## src/rtl/sensor_noise_gen.sv

```systemverilog
// Frame-synchronous pixel noise injector: salt-and-pepper, additive signed
// noise or fixed-pattern hot pixels, with a per-frame corrupted-sample count.
module sensor_noise_gen #(
  parameter int          DATA_WIDTH    = 8,
  parameter int          CHANNEL_NUM   = 4,
  parameter logic [15:0] LFSR_SEED     = 16'hACE1,
  parameter int          DEFECT_PERIOD = 4
) (
  input  logic                              clk,
  input  logic                              reset,
  input  logic [1:0]                        iv_noise_mode,
  input  logic [7:0]                        iv_density,
  input  logic [2:0]                        iv_amp,
  input  logic                              i_frame_reseed,
  input  logic                              i_fval,
  input  logic                              i_lval,
  input  logic [DATA_WIDTH*CHANNEL_NUM-1:0] iv_pix_data,
  output logic                              o_fval,
  output logic                              o_lval,
  output logic [DATA_WIDTH*CHANNEL_NUM-1:0] ov_pix_data,
  output logic [23:0]                       ov_noise_cnt
);
  localparam int PW = DATA_WIDTH * CHANNEL_NUM;
  localparam int CW = (DEFECT_PERIOD > 1) ? $clog2(DEFECT_PERIOD) : 1;
  localparam logic [CW-1:0]         COL_LAST = CW'(DEFECT_PERIOD - 1);
  localparam logic [DATA_WIDTH-1:0] PIX_MAX  = '1;

  function automatic logic [15:0] rotl16(input logic [15:0] x, input int s);
    logic [31:0] t;
    t = {x, x} << s;
    return t[31:16];
  endfunction

  // Sum never leaves [-128, 2^DW-1+127], so sign bit and bit DW suffice.
  function automatic logic [DATA_WIDTH-1:0] sat_pix(input logic signed [DATA_WIDTH+1:0] v);
    if (v[DATA_WIDTH+1])   return '0;
    else if (v[DATA_WIDTH]) return PIX_MAX;
    else                    return v[DATA_WIDTH-1:0];
  endfunction

  function automatic logic [23:0] sat_add24(input logic [23:0] a, input logic [23:0] b);
    logic [24:0] s;
    s = {1'b0, a} + {1'b0, b};
    return s[24] ? 24'hFF_FFFF : s[23:0];
  endfunction

  function automatic logic [23:0] popcnt(input logic [CHANNEL_NUM-1:0] h);
    logic [23:0] n;
    n = '0;
    for (int i = 0; i < CHANNEL_NUM; i++) n = n + 24'(h[i]);
    return n;
  endfunction

  // Returns {hit, corrupted sample} for one channel.
  function automatic logic [DATA_WIDTH:0] noise_chan(
    input logic [1:0]            mode,
    input logic [7:0]            dens,
    input logic [2:0]            amp,
    input logic                  defect,
    input logic [15:0]           r,
    input logic [DATA_WIDTH-1:0] din
  );
    logic signed [DATA_WIDTH+1:0] ofs;
    logic signed [DATA_WIDTH+1:0] sum;
    logic [DATA_WIDTH-1:0]        dout;
    logic                         hit;
    dout = din;
    hit  = 1'b0;
    ofs  = {{(DATA_WIDTH + 2 - 8){r[15]}}, r[15:8]};
    ofs  = ofs >>> (3'd7 - amp);
    sum  = $signed({2'b00, din}) + ofs;
    case (mode)
      2'd1: if (r[7:0] < dens) begin
        hit  = 1'b1;
        dout = r[8] ? PIX_MAX : '0;
      end
      2'd2: begin
        dout = sat_pix(sum);
        hit  = (dout != din);
      end
      2'd3: begin
        if (defect) dout = PIX_MAX;
        hit = (dout != din);
      end
      default: ;
    endcase
    return {hit, dout};
  endfunction

  logic [15:0]            lfsr;
  logic [1:0]             mode_q;
  logic [7:0]             density_q;
  logic [2:0]             amp_q;
  logic [CW-1:0]          col_q;
  logic                   line_odd_q;
  logic [23:0]            cnt_q;
  logic                   fval_p1;
  logic                   lval_p1;
  logic [PW-1:0]          pix_p1;
  logic [23:0]            noise_cnt_p1;

  logic                   frame_start;
  logic                   frame_end;
  logic                   line_end;
  logic                   pix_vld;
  logic [1:0]             mode_e;
  logic [7:0]             density_e;
  logic [2:0]             amp_e;
  logic                   defect_loc;
  logic [PW-1:0]          pix_eff;
  logic [CHANNEL_NUM-1:0] hit;

  assign frame_start = i_fval & ~fval_p1;
  assign frame_end   = ~i_fval & fval_p1;
  assign line_end    = i_fval & ~i_lval & lval_p1;
  assign pix_vld     = i_fval & i_lval;

  // The frame-start cycle already sees the configuration being latched.
  assign mode_e     = frame_start ? iv_noise_mode : mode_q;
  assign density_e  = frame_start ? iv_density    : density_q;
  assign amp_e      = frame_start ? iv_amp        : amp_q;
  assign defect_loc = (col_q == COL_LAST) & line_odd_q & ~frame_start;

  // Stage p0: noise applied combinationally on the incoming sample
  always_comb begin
    pix_eff = iv_pix_data;
    hit     = '0;
    if (pix_vld) begin
      for (int k = 0; k < CHANNEL_NUM; k++) begin
        {hit[k], pix_eff[k*DATA_WIDTH +: DATA_WIDTH]} =
          noise_chan(mode_e, density_e, amp_e, defect_loc, rotl16(lfsr, (3 * k) % 16),
                     iv_pix_data[k*DATA_WIDTH +: DATA_WIDTH]);
      end
    end
  end

  always_ff @(posedge clk or posedge reset) begin
    if (reset) begin
      lfsr         <= LFSR_SEED;
      mode_q       <= '0;
      density_q    <= '0;
      amp_q        <= '0;
      col_q        <= '0;
      line_odd_q   <= 1'b0;
      cnt_q        <= '0;
      noise_cnt_p1 <= '0;
    end else begin
      if (frame_start) begin
        mode_q    <= iv_noise_mode;
        density_q <= iv_density;
        amp_q     <= iv_amp;
      end
      if (frame_start && i_frame_reseed) lfsr <= LFSR_SEED;
      else if (pix_vld)                  lfsr <= {lfsr[14:0], lfsr[15] ^ lfsr[13] ^ lfsr[12] ^ lfsr[10]};
      if (!i_lval)     col_q <= '0;
      else if (i_fval) col_q <= (col_q == COL_LAST) ? '0 : col_q + CW'(1);
      if (frame_start)   line_odd_q <= 1'b0;
      else if (line_end) line_odd_q <= ~line_odd_q;
      if (frame_end) begin
        noise_cnt_p1 <= cnt_q;
        cnt_q        <= '0;
      end else if (pix_vld) begin
        cnt_q <= sat_add24(cnt_q, popcnt(hit));
      end
    end
  end

  // Stage p1: registered outputs
  always_ff @(posedge clk or posedge reset) begin
    if (reset) begin
      fval_p1 <= 1'b0;
      lval_p1 <= 1'b0;
      pix_p1  <= '0;
    end else begin
      fval_p1 <= i_fval;
      lval_p1 <= i_lval;
      pix_p1  <= pix_eff;
    end
  end

  assign o_fval       = fval_p1;
  assign o_lval       = lval_p1;
  assign ov_pix_data  = pix_p1;
  assign ov_noise_cnt = noise_cnt_p1;
endmodule

```

## config.mk

```make
export PLATFORM = sky130hd
export DESIGN_NAME = sensor_noise_gen
export DESIGN_NICKNAME = d
export VERILOG_FILES = /design/src/rtl/sensor_noise_gen.sv
export SDC_FILE = /design/constraint.sdc
export NUM_CORES = 1
export LEC_CHECK = 0
export CORE_MARGIN = 5
export CORE_UTILIZATION = 53
export CTS_CLUSTER_DIAMETER = 80
export DETAILED_ROUTE_END_ITERATION = 7
export GPL_TIMING_DRIVEN = 0
export PLACE_DENSITY_LB_ADDON = 0.2
export SLEW_MARGIN = 40
export SYNTH_ARGS = -nofsm -noshare
export SYNTH_HDL_FRONTEND = slang
export SYNTH_SLANG_ARGS = --single-unit
```

## constraint.sdc

```tcl
create_clock -name clk -period 7.79 [get_ports clk]
set_clock_uncertainty 0.2 [all_clocks]
set_input_delay 1.9475 -clock clk [delete_from_list [all_inputs] [get_ports clk]]
set_output_delay 1.9475 -clock clk [all_outputs]
set_load 0.01 [all_outputs]
```

==> out/results.txt <==
Status: complete, but fails checks
Failing checks: setup timing
Int Power: 1.78 mW
Period minus WS final: 7.80 ns
Top FF cell, synth: dfrtp_1
Most frequent CP cell: a21oi_1
GRT Total Usage: 0.307
Least-Margin Pin Slew: 0.834 ns
Placeable Area: 18,000 um2
Leading area contributor after synthesis: dfrtp_1
Multi-input gate area: 6990 um2
Setup ws final: -0.0144 ns
First-pass GRT wire length: 53.5 mm
Largest net degree at the start of global routing: 82
Clock Latency Late Sink: 0.43 ns
Switching Fraction: 0.432
Final Hold Vio Count: 0
Flop2flop setup slack: 0.73 ns
Diode count: 0
Logic gate share of total power: 0.532
Avg Vias per Cell: 6.45
DP Wirelength: 24.0 mm
Netlist cell types: 87
Initial antenna violation count: 0
Fin cells: 1,649
Clock buffer depth: 2
Die area: 21,100 um2
Total gr overflow: 0
Hold crit path type: reg2reg
Num rows: 49
Max stage delay on crit path: 0.54 ns
WL/cell: 20.8 um
R2r startpoint: lfsr[9]
Tcrit/Tclk final: 1.00
Final ANT Viol Nets: 0
IO Port Bufs: 107
Share of cells above drive strength 1: 0.163
I/O Pins: 108
CTS tree: done
1st-iter DRT viols: 1,189
Synth Area per Inst: 7.87 um2
Clk slew on worst S/H paths: 0.06 ns
Root buf cell: clkbuf_16
Relative slew slack: 0.442
Finish-stage setup viols: 1
Worst Setup EP: cnt_q[13]
Max-cap violations: 0
Number of global-route vias before repair: 9,897
Seq cells post-synth: 114
Final Wtd Congestion: 0.979
Leak Pwr: 5.61 nW
Register Area: 2860 um2
Critical path's slowest cell: fa_1
Commonest cells in the netlist: nand2_1 (210), a21oi_1 (114), dfrtp_1 (106), nor2_1 (97), o21ai_0 (88)
Syn nets: 1,355
Critical path class: in2reg
Placed cells: 1,569
R2R cell count: 25
Pre-antenna DRT Iters: 7
Max IR drop VDD: 188 uV
Sequential area share after synthesis: 0.295
H-tree Lvls: 4
Sequential fraction of design power: 0.230
Design Power: 3.14 mW
Layout fillers: 1,448
Synth warnings: 0
CTS buffer count: 17
Top-area cell type share of the netlist area: 0.274
Fraction of registers with async set/reset: 1.00
Final Max Tran Viols: 0
Setup crit start kind: input pin
Fmax achieved: 0.128 GHz
CP endpoint kind: flip-flop
CP Launch Point: i_fval
CP max FO: 6
DRT Wirelength: 34.2 mm
CP Data Required Time: 7.88 ns
# DRC: 0
WP data arrival: 7.89 ns
Nets@finish: 1,530
Most common cell in the netlist: nand2_1
Vias: 10,600
EDFF count, synth: 0
PwrDens: 246 nW/um2
Initial Utilization: 0.540
RSZ-0062 raised after global routing: yes
# hold bufs at CTS: 0
Synth area leaders: dfrtp_1 (27%), ha_1 (8.5%), nand2_1 (8.1%)
Switch Pwr: 1.36 mW
CTS Sinks: 114
Die Span Y: 145 um
Syn Std Cell Area: 9700 um2
Clk pwr share: 0.239
Reg-to-reg endpoint: cnt_q[13]
Syn Inst Count: 1,232
Area Growth Syn to Fin: 31.7%
Die Wd: 145 um
[stage by stage]
| step | worst slack (ns) | hold WS [ns] | TNS (ns) | utilization | area (um2) |
|---|---|---|---|---|---|
| after floorplan | 0.00107 | 0.253 | 0 | - | 9850 |
| after global placement | -1.90 | 0.258 | -42.43 | 0.624 | 11200 |
| after detailed placement | -1.97 | 0.261 | -43.46 | 0.626 | 11200 |
| after CTS | 0.00940 | 0.277 | 0 | 0.695 | 12500 |
| after global routing | -0.212 | 0.290 | -1.91 | 0.711 | 12800 |
| final | -0.0144 | 0.270 | -0.0144 | 0.711 | 12800 |
[cell usage in the layout, fill, tap and decap left out, drive strengths merged, types with 9 or more instances in the layout]
| master | Yosys | layout |
|---|---|---|
| clkbuf | 49 | 66 |
| xnor2 | 28 | 28 |
| and2 | 14 | 14 |
| o22a | 9 | 9 |
| and3 | 22 | 22 |
| a21o | 11 | 11 |
| nor2b | 11 | 11 |
| o21ai | 92 | 92 |
| nor3 | 16 | 16 |
| a211oi | 13 | 13 |
| xor2 | 13 | 13 |
| nand2b | 11 | 11 |
| o21a | 20 | 20 |
| clkdlybuf4s50 | 0 | 104 |
| a22o | 10 | 10 |
| a31oi | 14 | 14 |
| nand4 | 13 | 13 |
| o211ai | 19 | 19 |
| ha | 66 | 66 |
| nand2 | 211 | 211 |
| inv | 52 | 58 |
| nand3 | 33 | 33 |
| buf | 10 | 60 |
| mux2i | 41 | 41 |
| dfrtp | 106 | 106 |
| a21oi | 115 | 115 |
| nor2 | 97 | 97 |
[sequential cells by signal (all words and copies together) (netlist names)]
signal / count
amp_q: 3
cnt_q: 24
density_q: 8
mode_q: 2
line_odd_q: 1
o_lval: 1
ov_pix_data: 32
lfsr: 16
o_fval: 1
col_q: 2
ov_noise_cnt: 24
[how the worst min path moves through the flow]
| stage | from | endpoint | slack [ns] | cells after the start |
|---|---|---|---|---|
| 2_1_floorplan | cnt_q[15] | ov_noise_cnt[15] | 0.25 | 2 |
| 3_3_place_gp | ov_noise_cnt[17] | ov_noise_cnt[17] | 0.26 | 2 |
| 3_5_place_dp | ov_noise_cnt[9] | ov_noise_cnt[9] | 0.26 | 2 |
| 4_1_cts | ov_noise_cnt[9] | ov_noise_cnt[9] | 0.28 | 2 |
| 5_1_grt | ov_noise_cnt[22] | ov_noise_cnt[22] | 0.29 | 2 |
| 6_report | ov_noise_cnt[9] | ov_noise_cnt[9] | 0.27 | 2 |
[cell type report]
class | count | area share
plain buffers | 55 | 0.0257
clock buffers | 17 | 0.0333
clock inverters | 15 | 0.00979
inverters | 54 | 0.0168
multi-input cells | 1005 | 0.547
flip-flops and latches | 114 | 0.224
well taps | 229 | 0.0224
repair buffers | 160 | 0.121
[power groups by stage]
stage / Combinational (mW) / Sequential (mW) / Clock, mW
6_report: 1.67 / 0.722 / 0.749
5_1_grt: 1.80 / 0.727 / 0.778
4_1_cts: 1.55 / 0.718 / 0.753
3_5_place_dp: 1.41 / 0.724 / 0
3_3_place_gp: 1.39 / 0.722 / 0
2_1_floorplan: 1.01 / 0.717 / 0
[critical path: cells and delay by family]
kind	cells	cell delay (ns)
multiplexers	2	0.66
adder cells (fa/ha/maj)	4	1.70
buffers and inverters	5	0.70
AO/OA/AOI/OAI	7	1.06
XOR/XNOR	1	0.18
AND/OR/NAND/NOR	13	1.63
[what timing repair did]
action | CTS | global route
pin swaps | 34 | 33
cloned | 2 | 1
buffers inserted | 39 | 10
gates resized for setup | 99 | 47
endpoints found under the setup margin | 24 | 24
[metal layers]
| layer | vias up | track usage | wire [um] |
|---|---|---|---|
| li1 | 4811 | - | - |
| met1 | 5036 | 0.414 | 13800 |
| met2 | 668 | 0.479 | 15600 |
| met3 | 122 | 0.0574 | 3320 |
| met4 | 0 | 0.141 | 1540 |
| met5 | - | 0 | 0 |
[cell families after synthesis]
family                   count (synthesis)  synth area share
AND/OR/NAND/NOR                        461             0.218
adder cells (fa/ha/maj)                 73            0.0996
buffers and inverters                  113            0.0463
multiplexers                            43            0.0446
AO/OA/AOI/OAI                          387             0.259
XOR/XNOR                                41            0.0378
flip-flops                             114             0.295
Note: power is estimated with default switching activity, not from simulation.
